<file path="src/rtl/mips_multicycle_control.sv">
`timescale 1ns/1ps
// mips_multicycle_control
//   Main control FSM and ALU decoder for the non-pipelined multi-cycle MIPS core.
//   It sequences the datapath strobes for lw, sw, R-type, addiu, beq and j.
//   It also runs a valid/ack CHECK handshake on opcode 6'b111111, so that
//   architectural state can be sampled.
//
// Ports
//   clk, rst                 clock and synchronous active-high reset
//   opcode_in, funct_in      instr[31:26] / instr[5:0] as held in the IR
//   zero_in                  ALU zero flag (taken-branch term)
//   check_ack_in             acknowledge for check_valid
//   pc_write .. alu_control  datapath strobes and mux selects
//   check_valid              CHECK handshake request
//   check_timeout            one-cycle pulse when a CHECK is abandoned
//   illegal_op               one-cycle pulse on an unsupported opcode or funct
//   retired_count            legal instructions completed since reset
//   state_out                current state encoding (debug)
module mips_multicycle_control #(
  parameter int unsigned WIDTH         = 32,
  parameter int unsigned CHECK_TIMEOUT = 255
) (
  input  logic             clk,
  input  logic             rst,
  input  logic [5:0]       opcode_in,
  input  logic [5:0]       funct_in,
  input  logic             zero_in,
  input  logic             check_ack_in,
  output logic             pc_write,
  output logic             i_or_d,
  output logic             mem_write,
  output logic             ir_write,
  output logic             mem_to_reg,
  output logic             reg_dst,
  output logic             reg_write,
  output logic             alu_src_a,
  output logic [1:0]       alu_src_b,
  output logic [1:0]       pc_src,
  output logic [2:0]       alu_control,
  output logic             check_valid,
  output logic             check_timeout,
  output logic             illegal_op,
  output logic [WIDTH-1:0] retired_count,
  output logic [3:0]       state_out
);

  localparam int unsigned CTRL_W = 16;
  localparam int unsigned CNT_W  = (CHECK_TIMEOUT < 2) ? 1 : $clog2(CHECK_TIMEOUT);
  localparam bit          TMO_EN = (CHECK_TIMEOUT != 0);
  // Counter value during the last CHECK cycle allowed before the timeout.
  localparam logic [CNT_W-1:0] TMO_LAST =
    CNT_W'((CHECK_TIMEOUT == 0) ? 0 : CHECK_TIMEOUT - 1);

  localparam logic [5:0] OP_RTYPE = 6'b000000;
  localparam logic [5:0] OP_J     = 6'b000010;
  localparam logic [5:0] OP_BEQ   = 6'b000100;
  localparam logic [5:0] OP_ADDIU = 6'b001001;
  localparam logic [5:0] OP_LW    = 6'b100011;
  localparam logic [5:0] OP_SW    = 6'b101011;
  localparam logic [5:0] OP_CHECK = 6'b111111;

  localparam logic [5:0] FN_ADD = 6'b100000;
  localparam logic [5:0] FN_SUB = 6'b100010;
  localparam logic [5:0] FN_AND = 6'b100100;
  localparam logic [5:0] FN_OR  = 6'b100101;
  localparam logic [5:0] FN_SLT = 6'b101010;

  localparam logic [2:0] ALU_ADD = 3'b010;
  localparam logic [2:0] ALU_SUB = 3'b110;
  localparam logic [2:0] ALU_AND = 3'b000;
  localparam logic [2:0] ALU_OR  = 3'b001;
  localparam logic [2:0] ALU_SLT = 3'b111;

  typedef enum logic [3:0] {
    S_FETCH  = 4'd0,  S_DECODE = 4'd1,  S_MEMADR = 4'd2,  S_MEMRD  = 4'd3,
    S_MEMWB  = 4'd4,  S_MEMWR  = 4'd5,  S_EXEC   = 4'd6,  S_ALUWB  = 4'd7,
    S_BRANCH = 4'd8,  S_ADDIEX = 4'd9,  S_ADDIWB = 4'd10, S_JUMP   = 4'd11,
    S_CHECK  = 4'd12
  } state_t;

  // Moore strobes for a state. The packing is:
  // {pc_write, i_or_d, mem_write, ir_write, mem_to_reg, reg_dst, reg_write,
  //  alu_src_a, alu_src_b[1:0], pc_src[1:0], alu_control[2:0], check_valid}.
  function automatic logic [CTRL_W-1:0] moore_ctrl(input state_t s);
    logic       pcw, iod, mw, irw, m2r, rdst, rw, sa, cv;
    logic [1:0] sb, ps;
    logic [2:0] alu;
    pcw = 1'b0; iod = 1'b0; mw = 1'b0; irw = 1'b0; m2r = 1'b0;
    rdst = 1'b0; rw = 1'b0; sa = 1'b0; cv = 1'b0;
    sb = 2'b00; ps = 2'b00; alu = 3'b000;
    case (s)
      S_FETCH:  begin irw = 1'b1; pcw = 1'b1; sb = 2'b01; alu = ALU_ADD; end
      S_DECODE: begin sb = 2'b11; alu = ALU_ADD; end
      S_MEMADR,
      S_ADDIEX: begin sa = 1'b1; sb = 2'b10; alu = ALU_ADD; end
      S_MEMRD:  iod = 1'b1;
      S_MEMWB:  begin m2r = 1'b1; rw = 1'b1; end
      S_MEMWR:  begin iod = 1'b1; mw = 1'b1; end
      S_EXEC:   sa = 1'b1;
      S_ALUWB:  begin rdst = 1'b1; rw = 1'b1; end
      S_BRANCH: begin sa = 1'b1; alu = ALU_SUB; ps = 2'b01; end
      S_ADDIWB: rw = 1'b1;
      S_JUMP:   begin ps = 2'b10; pcw = 1'b1; end
      S_CHECK:  cv = 1'b1;
      default:  ;
    endcase
    return {pcw, iod, mw, irw, m2r, rdst, rw, sa, sb, ps, alu, cv};
  endfunction

  state_t             state_q, state_d;
  logic [CTRL_W-1:0]  ctrl_q;
  logic [CNT_W-1:0]   wait_cnt;
  logic [WIDTH-1:0]   retired_q;
  logic               illegal_c, timeout_c, retire_c, funct_ok_c;
  logic [2:0]         exec_alu_c;

  // ALU decoder for R-type funct fields.
  always_comb begin
    exec_alu_c = ALU_ADD;
    funct_ok_c = 1'b1;
    case (funct_in)
      FN_ADD:  exec_alu_c = ALU_ADD;
      FN_SUB:  exec_alu_c = ALU_SUB;
      FN_AND:  exec_alu_c = ALU_AND;
      FN_OR:   exec_alu_c = ALU_OR;
      FN_SLT:  exec_alu_c = ALU_SLT;
      default: funct_ok_c = 1'b0;
    endcase
  end

  // Next-state logic, plus the retire, illegal and timeout events.
  always_comb begin
    state_d   = state_q;
    illegal_c = 1'b0;
    timeout_c = 1'b0;
    retire_c  = 1'b0;
    case (state_q)
      S_FETCH:  state_d = S_DECODE;
      S_DECODE: begin
        case (opcode_in)
          OP_LW, OP_SW: state_d = S_MEMADR;
          OP_RTYPE:     state_d = S_EXEC;
          OP_BEQ:       state_d = S_BRANCH;
          OP_ADDIU:     state_d = S_ADDIEX;
          OP_J:         state_d = S_JUMP;
          OP_CHECK:     state_d = S_CHECK;
          default: begin
            state_d   = S_FETCH;
            illegal_c = 1'b1;
          end
        endcase
      end
      S_MEMADR: state_d = (opcode_in == OP_LW) ? S_MEMRD : S_MEMWR;
      S_MEMRD:  state_d = S_MEMWB;
      S_ADDIEX: state_d = S_ADDIWB;
      S_EXEC: begin
        // An unsupported funct skips write-back entirely.
        if (funct_ok_c) begin
          state_d = S_ALUWB;
        end else begin
          state_d   = S_FETCH;
          illegal_c = 1'b1;
        end
      end
      S_MEMWB, S_MEMWR, S_ALUWB, S_BRANCH, S_ADDIWB, S_JUMP: begin
        state_d  = S_FETCH;
        retire_c = 1'b1;
      end
      S_CHECK: begin
        // An ack takes priority over a timeout that lands in the same cycle.
        if (check_ack_in) begin
          state_d  = S_FETCH;
          retire_c = 1'b1;
        end else if (TMO_EN && (wait_cnt == TMO_LAST)) begin
          state_d   = S_FETCH;
          timeout_c = 1'b1;
        end
      end
      default:  state_d = S_FETCH;
    endcase
  end

  // State, registered Moore strobes (decoded from the next state), and counters.
  always_ff @(posedge clk) begin
    if (rst) begin
      state_q   <= S_FETCH;
      ctrl_q    <= moore_ctrl(S_FETCH);
      wait_cnt  <= '0;
      retired_q <= '0;
    end else begin
      state_q  <= state_d;
      ctrl_q   <= moore_ctrl(state_d);
      wait_cnt <= (state_q == S_CHECK) ? wait_cnt + CNT_W'(1) : '0;
      if (retire_c) retired_q <= retired_q + WIDTH'(1);
    end
  end

  // Every output reads zero while reset is asserted.
  assign pc_write      = ~rst & (ctrl_q[15] | ((state_q == S_BRANCH) & zero_in));
  assign i_or_d        = ~rst & ctrl_q[14];
  assign mem_write     = ~rst & ctrl_q[13];
  assign ir_write      = ~rst & ctrl_q[12];
  assign mem_to_reg    = ~rst & ctrl_q[11];
  assign reg_dst       = ~rst & ctrl_q[10];
  assign reg_write     = ~rst & ctrl_q[9];
  assign alu_src_a     = ~rst & ctrl_q[8];
  assign alu_src_b     = rst ? 2'b00 : ctrl_q[7:6];
  assign pc_src        = rst ? 2'b00 : ctrl_q[5:4];
  assign alu_control   = rst ? 3'b000 : ((state_q == S_EXEC) ? exec_alu_c : ctrl_q[3:1]);
  assign check_valid   = ~rst & ctrl_q[0];
  assign check_timeout = ~rst & timeout_c;
  assign illegal_op    = ~rst & illegal_c;
  assign retired_count = rst ? '0 : retired_q;
  assign state_out     = rst ? 4'd0 : state_q;

endmodule

</file>
<file path="config.mk">
export PLATFORM = sky130hd
export DESIGN_NAME = mips_multicycle_control
export DESIGN_NICKNAME = d
export VERILOG_FILES = /design/src/rtl/mips_multicycle_control.sv
export SDC_FILE = /design/constraint.sdc
export NUM_CORES = 1
export LEC_CHECK = 0
export BUFFER_PORTS_ARGS = -buffer_cell sky130_fd_sc_hd__buf_2
export CAP_MARGIN = 5
export CORE_MARGIN = 2
export CORE_UTILIZATION = 56
export CTS_BUF_LIST = sky130_fd_sc_hd__clkbuf_8
export DETAILED_ROUTE_END_ITERATION = 10
export PLACE_DENSITY = 0.85
export SLEW_MARGIN = 40
export SYNTH_ARGS = -nofsm -noshare
export SYNTH_HDL_FRONTEND = slang
export SYNTH_SLANG_ARGS = --single-unit
</file>
<file path="constraint.sdc">
create_clock -name clk -period 2.65 [get_ports clk]
set_clock_uncertainty 0.15 [all_clocks]
set_input_delay 0.1325 -clock clk [delete_from_list [all_inputs] [get_ports clk]]
set_output_delay 0.1325 -clock clk [all_outputs]
set_load 0.05 [all_outputs]
</file>
==> key figures <==
Timing
  • Count of pins over their slew limit: 0
  • Setup TNS Final: 0 ns
  • Final WS setup: approximately 0.13 ns
  • Crit share post-route: 0.950
  • Slew margin rel.: 0.526
  • Worst-Margin Slew: 0.711 ns
  • RSZ-0062 raised after global routing: no
  • Post-layout min period: 2.52 ns
  • Fmax: between 300 and 400 MHz
  • Final setup fails: 0
  • Final Hold Vio Count: 0

GRT
  • Initial antenna violation count: 0
  • Global-route wire length before repair: ~12 mm
  • Pin count of the biggest net entering global routing: slightly below 100
  • GRT Overall Usage: 0.241
  • Grt ovf: 0
  • Vias in the first global route: between 2000 and 3000

Setup path
  • Critical Path End Type: flip-flop
  • CP Launch Point: state_q[3]
  • Crit path max fanout: 15
  • Path type of the worst setup path: flip-flop to flip-flop
  • Reg-to-reg slack, setup: approximately 0.13 ns
  • CP startpoint kind: flip-flop
  • Worst r2r src: state_q[3]
  • WP data arrival: between 2 and 3 ns
  • CP required: between 2 and 3 ns

Clock tree
  • # clock sinks: 59
  • CTS HTree Levels: 3
  • Clock buffer depth: 2
  • Clk_lat worst skew: approximately 0.34 ns
  • CTS hold repair buffers: 0
  • Clock Pin Slew Worst Setup and Hold Paths: 0.06 ns
  • # resized after CTS: 0
  • CTS Root Cell: clkbuf_8
  • TritonCTS clock tree: built
  • CTS Buf Count: 9
  • Post-CTS Setup Bufs: 0

Drt
  • Post-route ant nets: 0
  • DRC errors left: 0
  • Routed wire per std cell: 13.4 µm
  • Via Count: approximately 2900
  • Vias per cell: between 5 and 6
  • Number of DRC markers in iteration 0: between 200 and 250
  • Detailed Routing Iterations Pass 1: 5
  • Drt total wl: between 7 and 8 mm

Yosys
  • Ys Warns: 0
  • Post-synthesis sequential area ratio: 0.365
  • Syn nets: slightly above 400
  • Distinct cells, synth: 62
  • Synth async-reset ratio: 0
  • Post-Syn Area: between 3000 and 4000 µm²
  • Synthesized flop and latch total: a little under 60
  • Syn Area/Cell: between 8 and 9 µm²
  • Post-Syn Instances: ~400
  • Post-synth EDFFs: 0
  • Synth area leaders: dfxtp_1 36%, nor2b_1 8.1%, nor2_1 7.5%
  • Yosys top cell area share: 0.365
  • Yosys top cell by area: dfxtp_1
  • Most used DFF post-synth: dfxtp_1

Cells and area
  • N_diodes: 0
  • Commonest non-fill, non-tap cells in the layout: 69 x buf_2, 65 x nor2_1, 59 x dfxtp_1
  • Share of layout cells above drive strength 1: 0.242
  • Area Overhead vs Synth: 17.4%
  • Most common cell after layout, fill and taps aside: buf_2
  • Nets: about 470

Power and ir drop
  • Total power: ~0.0019 W
  • Peak supply drop: roughly 440 µV
  • Cell Pwr Density: approximately 500 nW/µm²
  • Leak: ~1.5 nW

Placed design
  • Final GP Congestion: about 0.92
  • Worst slack, placed: around 0.2 ns
  • Port Buf Inserts: ~70
  • Hpwl dp: between 4 and 5 mm

Floorplan
  • Horiz. Die Dim: 80.1 µm
  • Die height: between 80 and 90 µm
  • Initial Util: 0.585
  • Die area: roughly 6400 µm²
  • Num rows: 27
  • Total I/O pin count: 70
  • Core box area: ~5500 µm²

Worst hold path
  • Hold Path Class: input pin to flip-flop
  • Worst hold start: funct_in[4]

Status
  • Status: complete, no violations

Flow run
  • Max Cap Viol: 0
## power by group
part	internal (W)	switching [W]	total [W]
Combinational	0.0000454	0.000103	0.000149
Clock	0.000508	0.000351	0.000858
Sequential	0.000895	0.00000691	0.000902
Total	0.00145	0.000461	0.00191
## cell type report
type,instances,area (µm²)
Sequential cell,59,1180
Fill cell,465,1740
Clock buffer,12,165
Inverter,15,56.3
Clock inverter,4,47.5
Multi-Input combinational cell,298,1890
Tap cell,72,90.1
Timing Repair Buffer,71,373
## layer usage
layer	GRT usage	wire (µm)	vias to the layer above
met5	0	0	-
met4	0.0966	169	0
met3	0.0697	369	13
met2	0.398	3540	84
met1	0.295	3050	1337
li1	-	-	1464
## metrics by stage
stage                     hold slack [ns]  area, µm²   util  cells
after floorplan                    0.0734       3240      -    396
after global placement              0.322       3580  0.646    515
after detailed placement            0.332       3580  0.647    515
after CTS                          0.0542       3800  0.685    531
after global routing                0.103       3800  0.686    531
final                              0.0741       3800  0.686    531
## final timing paths
kind | to | cells past startpoint
max | retired_q[21] | 6
min | ctrl_q[9] | 4
max reg2reg | retired_q[21] | 6
min reg2reg | wait_cnt[0] | 1
## Yosys cell counts, types with 2 or more instances
cell type  instances
nor3b_1            5
o21ai_0            7
mux2_2             2
ha_1               3
o21bai_1           3
xor2_1             5
xnor2_1           21
nor2b_1           42
nor4b_1            2
o22ai_1            2
buf_2              6
nor2_1            65
nor2_4             2
nor4_2             3
and4_1             6
or3_2              3
clkbuf_1          12
and3b_1            2
nor4_1             4
inv_1             14
or3_1              4
or3b_1             2
nor3_1            16
buf_6              3
o211ai_1           2
nand2_1           20
a21oi_1           10
nand4_1            7
dfxtp_1           59
and3_1             5
nand2b_1           4
mux2_1             4
mux2i_1            2
a32oi_1            2
nand3_1           17
a21o_1             4
## kinds of logic (layout without fill, tap and decap cells)
| kind of cell | Yosys count | count (layout) | synth area share |
|---|---|---|---|
| AOI/OAI and AO/OA | 41 | 41 | 0.0877 |
| xor gates and xnor gates | 26 | 26 | 0.0703 |
| adders and majority gates | 3 | 3 | 0.0116 |
| buffers and inverters | 39 | 102 | 0.0560 |
| DFF | 59 | 59 | 0.365 |
| muxes | 8 | 8 | 0.0270 |
| and+or+nand+nor | 220 | 220 | 0.383 |
## flip-flops by register name (all words and copies together), names as in the netlist
| signal | count |
|---|---|
| retired_q | 32 |
| state_q | 4 |
| wait_cnt | 8 |
| ctrl_q | 15 |
## worst max-delay path: stages (launching register included)
cell and delay, ns:
dfxtp_1 0.55, nor2_1 0.18, a21o_1 0.22, a2111o_1 0.66, nor2_4 0.20, nand4_1 0.13
mux2_1 0.32
(Power assumes the default switching activity.)
